## config.mk

```make
export PLATFORM = sky130hd
export DESIGN_NAME = bin_to_gray_enc
export DESIGN_NICKNAME = d
export VERILOG_FILES = /design/src/rtl/bin_to_gray_enc.sv
export SDC_FILE = /design/constraint.sdc
export NUM_CORES = 1
export LEC_CHECK = 0
export ABC_AREA = 0
export CORE_MARGIN = 2
export CORE_UTILIZATION = 25
export CTS_BUF_LIST = sky130_fd_sc_hd__clkbuf_8 sky130_fd_sc_hd__clkbuf_16
export DETAILED_ROUTE_END_ITERATION = 8
export HOLD_SLACK_MARGIN = 0.08
export PLACE_DENSITY = 0.46
export SYNTH_ARGS = -nofsm -noshare
export SYNTH_HDL_FRONTEND = slang
export SYNTH_SLANG_ARGS = --single-unit
```

## constraint.sdc

```tcl
create_clock -name clk -period 2.95 [get_ports clk]
set_clock_uncertainty 0.05 [all_clocks]
set_input_delay 0.59 -clock clk [delete_from_list [all_inputs] [get_ports clk]]
set_output_delay 0.59 -clock clk [all_outputs]
set_load 0.005 [all_outputs]
```

## src/rtl/bin_to_gray_enc.sv

```systemverilog
// Streaming binary-to-Gray encoder with valid/ready on both sides.
// One registered output stage backed by a one-entry skid buffer, so in_ready
// is a pure register output and never depends on out_ready. Each accepted
// beat is checked for being a +/-1 (mod 2^WIDTH) step from the previous
// accepted beat, which is what a Gray-coded pointer needs before it crosses
// a clock domain.
module bin_to_gray_enc #(
  parameter int WIDTH = 4,
  parameter int ERRW  = 8
) (
  input  logic             clk,
  input  logic             rst,
  input  logic             in_valid,
  output logic             in_ready,
  input  logic [WIDTH-1:0] in_bin,
  output logic             out_valid,
  input  logic             out_ready,
  output logic [WIDTH-1:0] out_gray,
  output logic             out_step_err,
  output logic             out_wrap,
  output logic [ERRW-1:0]  err_count
);

  localparam logic [WIDTH-1:0] BIN_ZERO = '0;
  localparam logic [WIDTH-1:0] BIN_ONES = '1;
  localparam logic [WIDTH-1:0] BIN_ONE  = WIDTH'(1);
  localparam logic [ERRW-1:0]  ERR_ONE  = ERRW'(1);
  localparam logic [ERRW-1:0]  ERR_MAX  = '1;

  function automatic logic [WIDTH-1:0] to_gray(input logic [WIDTH-1:0] b);
    return b ^ (b >> 1);
  endfunction

  function automatic logic [ERRW-1:0] sat_inc(input logic [ERRW-1:0] c);
    return (c == ERR_MAX) ? c : c + ERR_ONE;
  endfunction

  logic             skid_valid;
  logic [WIDTH-1:0] skid_gray;
  logic             skid_step_err;
  logic             skid_wrap;
  logic             hist_valid;
  logic [WIDTH-1:0] prev_bin;

  logic             acc;
  logic             xfer;
  logic [WIDTH-1:0] gray_p0;
  logic             step_err_p0;
  logic             wrap_p0;

  assign in_ready = !skid_valid;
  assign acc      = in_valid && in_ready;
  assign xfer     = out_valid && out_ready;

  // Stage p0: encode the incoming value and classify its step against history.
  always_comb begin
    gray_p0     = to_gray(in_bin);
    step_err_p0 = 1'b0;
    wrap_p0     = 1'b0;
    if (hist_valid) begin
      step_err_p0 = !((in_bin == prev_bin + BIN_ONE) || (in_bin == prev_bin - BIN_ONE));
      wrap_p0     = ((prev_bin == BIN_ONES) && (in_bin == BIN_ZERO)) ||
                    ((prev_bin == BIN_ZERO) && (in_bin == BIN_ONES));
    end
  end

  // History-valid flag and saturating error counter, updated at acceptance.
  always_ff @(posedge clk or negedge rst) begin
    if (!rst) begin
      hist_valid <= 1'b0;
      err_count  <= '0;
    end else if (acc) begin
      hist_valid <= 1'b1;
      if (step_err_p0) err_count <= sat_inc(err_count);
    end
  end

  // Previous-value history and skid payload; qualified by their valid flags.
  always_ff @(posedge clk) begin
    if (acc) prev_bin <= in_bin;
    if (acc && out_valid && !out_ready) begin
      skid_gray     <= gray_p0;
      skid_step_err <= step_err_p0;
      skid_wrap     <= wrap_p0;
    end
  end

  // Stage p1: output register and skid occupancy. The skid drains first so
  // order is kept; a new beat can only arrive while the skid is empty.
  always_ff @(posedge clk or negedge rst) begin
    if (!rst) begin
      out_valid    <= 1'b0;
      out_gray     <= '0;
      out_step_err <= 1'b0;
      out_wrap     <= 1'b0;
      skid_valid   <= 1'b0;
    end else if (skid_valid) begin
      if (xfer) begin
        out_gray     <= skid_gray;
        out_step_err <= skid_step_err;
        out_wrap     <= skid_wrap;
        skid_valid   <= 1'b0;
      end
    end else if (acc) begin
      if (!out_valid || out_ready) begin
        out_valid    <= 1'b1;
        out_gray     <= gray_p0;
        out_step_err <= step_err_p0;
        out_wrap     <= wrap_p0;
      end else begin
        skid_valid <= 1'b1;
      end
    end else if (xfer) begin
      out_valid <= 1'b0;
    end
  end

endmodule

```

Word level (Yosys, flattened, before mapping)

Index checks and enable logic that the tools add are counted.

Reduce and logical (&&, ||, !) cells: 21
$add $sub $neg: 3
Equality and inequality tests: 7
Bitwise gates (word level): 3
Multiplexer cells: 21

Operators by type and width:

| cell                  | number |
|---|---|
| $mux W1               | 17 |
| $mux W4               | 4 |
| $reduce_and A3 Y1     | 3 |
| $add A8 B1 Y8 const B | 1 |
| $eq A4 B4 Y1          | 2 |
| $eq A4 B4 Y1 const B  | 2 |
| $eq A8 B8 Y1 const B  | 1 |
| $logic_not A4 Y1      | 2 |
| $logic_and A1 B1 Y1   | 6 |
| $reduce_bool A2 Y1    | 3 |
| $add A4 B1 Y4 const B | 1 |
| $logic_not A1 Y1      | 4 |
| $ne A2 B1 Y1 const B  | 2 |
| $sub A4 B1 Y4 const B | 1 |
| $xor A4 B3 Y4         | 1 |
| $logic_or A1 B1 Y1    | 3 |
| $not A1 Y1            | 2 |

Word-level logic and storage cells: 66
Input bits: 8
Register bits after elaboration: 27

Longest topological paths before layout

Word-level depth: 8
Mapped depth: 7
Mapped depth without buffers: 7

Worst setup path before layout

No wires, ideal clock.

Kind: register to register
Start point: reg prev_bin[0]
End point: reg err_count[1]
Clock period less this slack: 2131 ps
Cell stages (with the launch flop): 8
Setup time: 125 ps
Data required time: 2775 ps
Slack: 819 ps
Data arrival time: 1956 ps
Cells stage by stage: edfxtp_1 inv_1 ha_1 xnor2_1 nand2b_1 o31ai_2 nor2_2 mux2_4

Longest elaborated chain between the ends: 6
Elaborated cells between the ends (all ways): 8
Classes of those cells: add/sub: 2; eq/ne: 2; mux: 1; reduce/logical: 3

Ends and longest elaborated chain:

| item                                                  | RTL line | source |
|---|---|---|
| start, declared                                       | 43       | `logic [WIDTH-1:0] prev_bin;` |
| start signal, assigned                                | 80       | `if (acc) prev_bin <= in_bin;` |
| $add A4 B1 Y4 / $sub A4 B1 Y4 (equally long branches) | 61       | `step_err_p0 = !((in_bin == prev_bin + BIN_ONE) \|\| (in_bin == prev_bin - BIN_ONE));` |
| $eq A4 B4 Y1                                          | 61       |  |
| $logic_or A1 B1 Y1 *                                  | 61       |  |
| $logic_not A1 Y1 *                                    | 61       |  |
| $mux W1 *                                             | 60       | `if (hist_valid) begin` |
| $reduce_and A3 Y1 (no line) *                         | n/a      |  |
| end signal, assigned                                  | 74       | `if (step_err_p0) err_count <= sat_inc(err_count);` |
| end, declared                                         | 21       | `output logic [ERRW-1:0] err_count` |

Mark *: on every way between the ends. The rest lies on a longest branch, timed or not.
A chain may end at the register's enable or synchronous reset.

Worst setup path after layout

Start point: in in_bin[1]
End point: reg err_count[1]

Longest elaborated chain between the ends: 5
Elaborated cells between the ends (all ways): 6
Classes of those cells: eq/ne: 2; mux: 1; reduce/logical: 3

Ends and longest elaborated chain:

| item                          | RTL line | source |
|---|---|---|
| start, declared               | 15       | `input logic [WIDTH-1:0] in_bin,` |
| $eq A4 B4 Y1                  | 61       |  |
| $logic_or A1 B1 Y1 *          | 61       |  |
| $logic_not A1 Y1 *            | 61       |  |
| $mux W1 *                     | 60       |  |
| $reduce_and A3 Y1 (no line) * | n/a      |  |

Marks and branches as above.

==> impl_results.md <==
* # Max-Cap Violations at 0
* Setup_tns at 0 ns
* Setup violations, final at 0
* Yosys top cell area share at 0.303
* Final #Nets at 164
* IO Pins at 24
* CTS Hold Buffers Added at 0
* Async SR Flop Fraction at 0.630
* EDFF count, synth at 10
* 1st-pass router iterations at 4
* Worst r2r src: prev_bin[0]
* Fin crit share at 0.809
* Largest net degree at the start of global routing at 18
* Initial Utilization at 0.257
* Adder-cell share of the synthesized area at 0.0713
* Crit end category: register
* Crit path launch type: primary input
* Routability cong. at 0.784
* Die width at 78.9 microns
* Clk sinks at 27
* YS warnings at 0
* Slew headroom at 0.460
* Reg2Reg Depth at 7
* Total power at 1420 uW
* Netlist Area Pre-Place at 1400 sq um
* Ant diodes at 0
* Antenna viol nets, final at 0
* First-pass GRT wire length at 4690 microns
* Area of the multi-input gates at 628 sq um
* Compound-Gate Fraction of Synth Area at 0.0802
* TritonCTS clock tree: built
* Achievable frequency at 419 MHz
* Hold path depth at 1
* Post-synthesis sequential area ratio at 0.517
* Layout Utilization at 0.325
* Die H at 78.9 microns
* Reg2Reg Setup Slack at 0.58 ns
* Vias in the first global route at 977
* Unrepaired setup endpoints after global routing: no
* FF-to-FF End: err_count[1]
* Vias per cell at 4.29
* Standard-cell rows at 27
* Hold path startpoint: err_count[6]
* Power density over the cells at 799 nW/um^2
* DR DRC count at 0
* Worst hold margin at 0.458 ns
* Antenna violations before repair at 0
* Clk pin slew, worst setup/hold paths at 0.09 ns
* Required time of the critical path at 3.06 ns
* Max-slew violations at 0
* Number of synthesized register bits at 27
* Cells resized by post-CTS repair at 0
* Ratio of cells with drive above 1 in the final layout at 0.0952
* Starting DRT DRC Count at 37
* Leak at 0.000764 uW
* Outcome: complete, no violations
* Total grt overflow at 0
* Worst Setup Slack, final at 0.565 ns
* Synthesized instance count at 120
* Dpl ws at 0.250 ns
* Clk Latency, worst-skew pair at 0.27 ns
* Crit path DAT at 2.50 ns
* Die Footprint at 6230 sq um
* Most frequent cells after synthesis: dfrtp_1, inv_1, edfxtp_1
* Reg area at 726 sq um
* Total CTS buffers at 3
* Slew at the pin closest to its max-slew limit at 0.808 ns
* Core Box Area at 5470 sq um
* Synthesized Nets at 136
* Filler cells at 570
* Synth Area in Simple Gates at 0.127
* Root Driver: clkbuf_8
* WL final at 2790 microns
* CTS max path bufs at 2
* Combinational family with the most area after synthesis: simple AND/OR/NAND/NOR gates
* Post-synthesis mux area share at 0.0535
* Setup bufs post-CTS at 0
* Input/output buffers at 23
* Drt wl/cell at 12.8 microns
* Area growth syn-to-layout at 26.7%
* Synth Area in XOR/XNOR at 0.116
* Synth area leader: dfrtp_1
* Global Route Usage Sum at 0.0966
* Yosys cell types at 31
* Vias at 939
* Worst Hold Class: reg -> reg
* Dominant cells by area after synthesis: dfrtp_1, edfxtp_1, ha_1
* Most frequent cell after synthesis: dfrtp_1
* Minimum clock period at 2.39 ns
* Peak supply drop at 366 uV
* Critical path class: in -> reg
* H-Tree Depth at 1
* Avg Inst Size Synth at 11.7 sq um
* Dpl hpwl at 2120 microns
* CP max FO at 6
* Hold Vio Cnt, Final at 0
* Min-Delay Endpoint: err_count[6]
* Ys flop type: dfrtp_1
[cell families (layout without fill, tap and decap cells)]
family,count (synthesis),in the layout
AOI/OAI and AO/OA,14,14
xor gates and xnor gates,16,16
adders and majority gates,8,8
buffers and inverters,13,40
DFF,27,27
muxes,7,7
and+or+nand+nor,35,35
[report_power, final]
| group | internal, uW | total [uW] | switching, uW |
|---|---|---|---|
| Combinational | 330 | 577 | 247 |
| Sequential | 510 | 630 | 120 |
| Clock | 95.8 | 216 | 120 |
[worst max-delay path: stages]
cell,delay (ns)
clkdlybuf4s50_1,0.51
xnor2_1,0.36
nand2b_1,0.14
o31ai_2,0.47
nor2_2,0.10
mux2_4,0.31
[cell type report]
| class | instances | area share |
|---|---|---|
| Clock buffer | 3 | 0.0232 |
| Clock inverter | 1 | 0.00422 |
| Inverter | 11 | 0.0232 |
| Multi-Input combinational cell | 80 | 0.353 |
| Sequential cell | 27 | 0.408 |
| Tap cell | 72 | 0.0506 |
| Timing Repair Buffer | 25 | 0.138 |
[worst max-delay path by stage]
stage / to / cells after the start / slack (ns) / startpoint
after CTS: err_count[1] / 6 / 0.56 / in_bin[1]
after global placement: err_count[1] / 6 / 0.32 / in_bin[1]
after floorplan: err_count[1] / 7 / 0.82 / prev_bin[0]
after global routing: err_count[1] / 7 / 0.47 / prev_bin[0]
final: err_count[1] / 6 / 0.56 / in_bin[1]
after detailed placement: err_count[1] / 6 / 0.25 / in_bin[1]
[flip-flops by register name, summed over array words and instances, names as in the netlist]
register / cells
out_step_err: 1
out_valid: 1
skid_gray: 4
err_count: 8
out_gray: 4
skid_step_err: 1
prev_bin: 4
skid_wrap: 1
hist_valid: 1
out_wrap: 1
skid_valid: 1
[per-stage QoR]
stage / instances / area, sq um
finish: 219 / 1780
global route: 219 / 1780
CTS: 219 / 1780
detailed placement: 215 / 1730
global placement: 215 / 1730
floorplan: 120 / 1400
[layout by cell type, fill, tap and decap left out, types with 2 or more instances in the layout]
master,n
a21oi_1,6
and3_1,3
buf_4,2
clkbuf_8,3
clkdlybuf4s50_1,23
dfrtp_1,17
edfxtp_1,10
ha_1,8
inv_1,11
mux2i_1,6
nand2_1,8
nand2b_1,3
nand3_1,3
nor2_1,7
nor3_1,5
nor4_1,2
xnor2_1,4
xnor2_2,3
xor2_1,9
[metal layers]
metal	share of wire	routed length, microns	track usage
met1	0.48	1330	0.120
met2	0.48	1340	0.172
met3	0.038	106	0.0250
met4	0.0050	14	0.0155
met5	0	0	0
(Power assumes the default switching activity.)
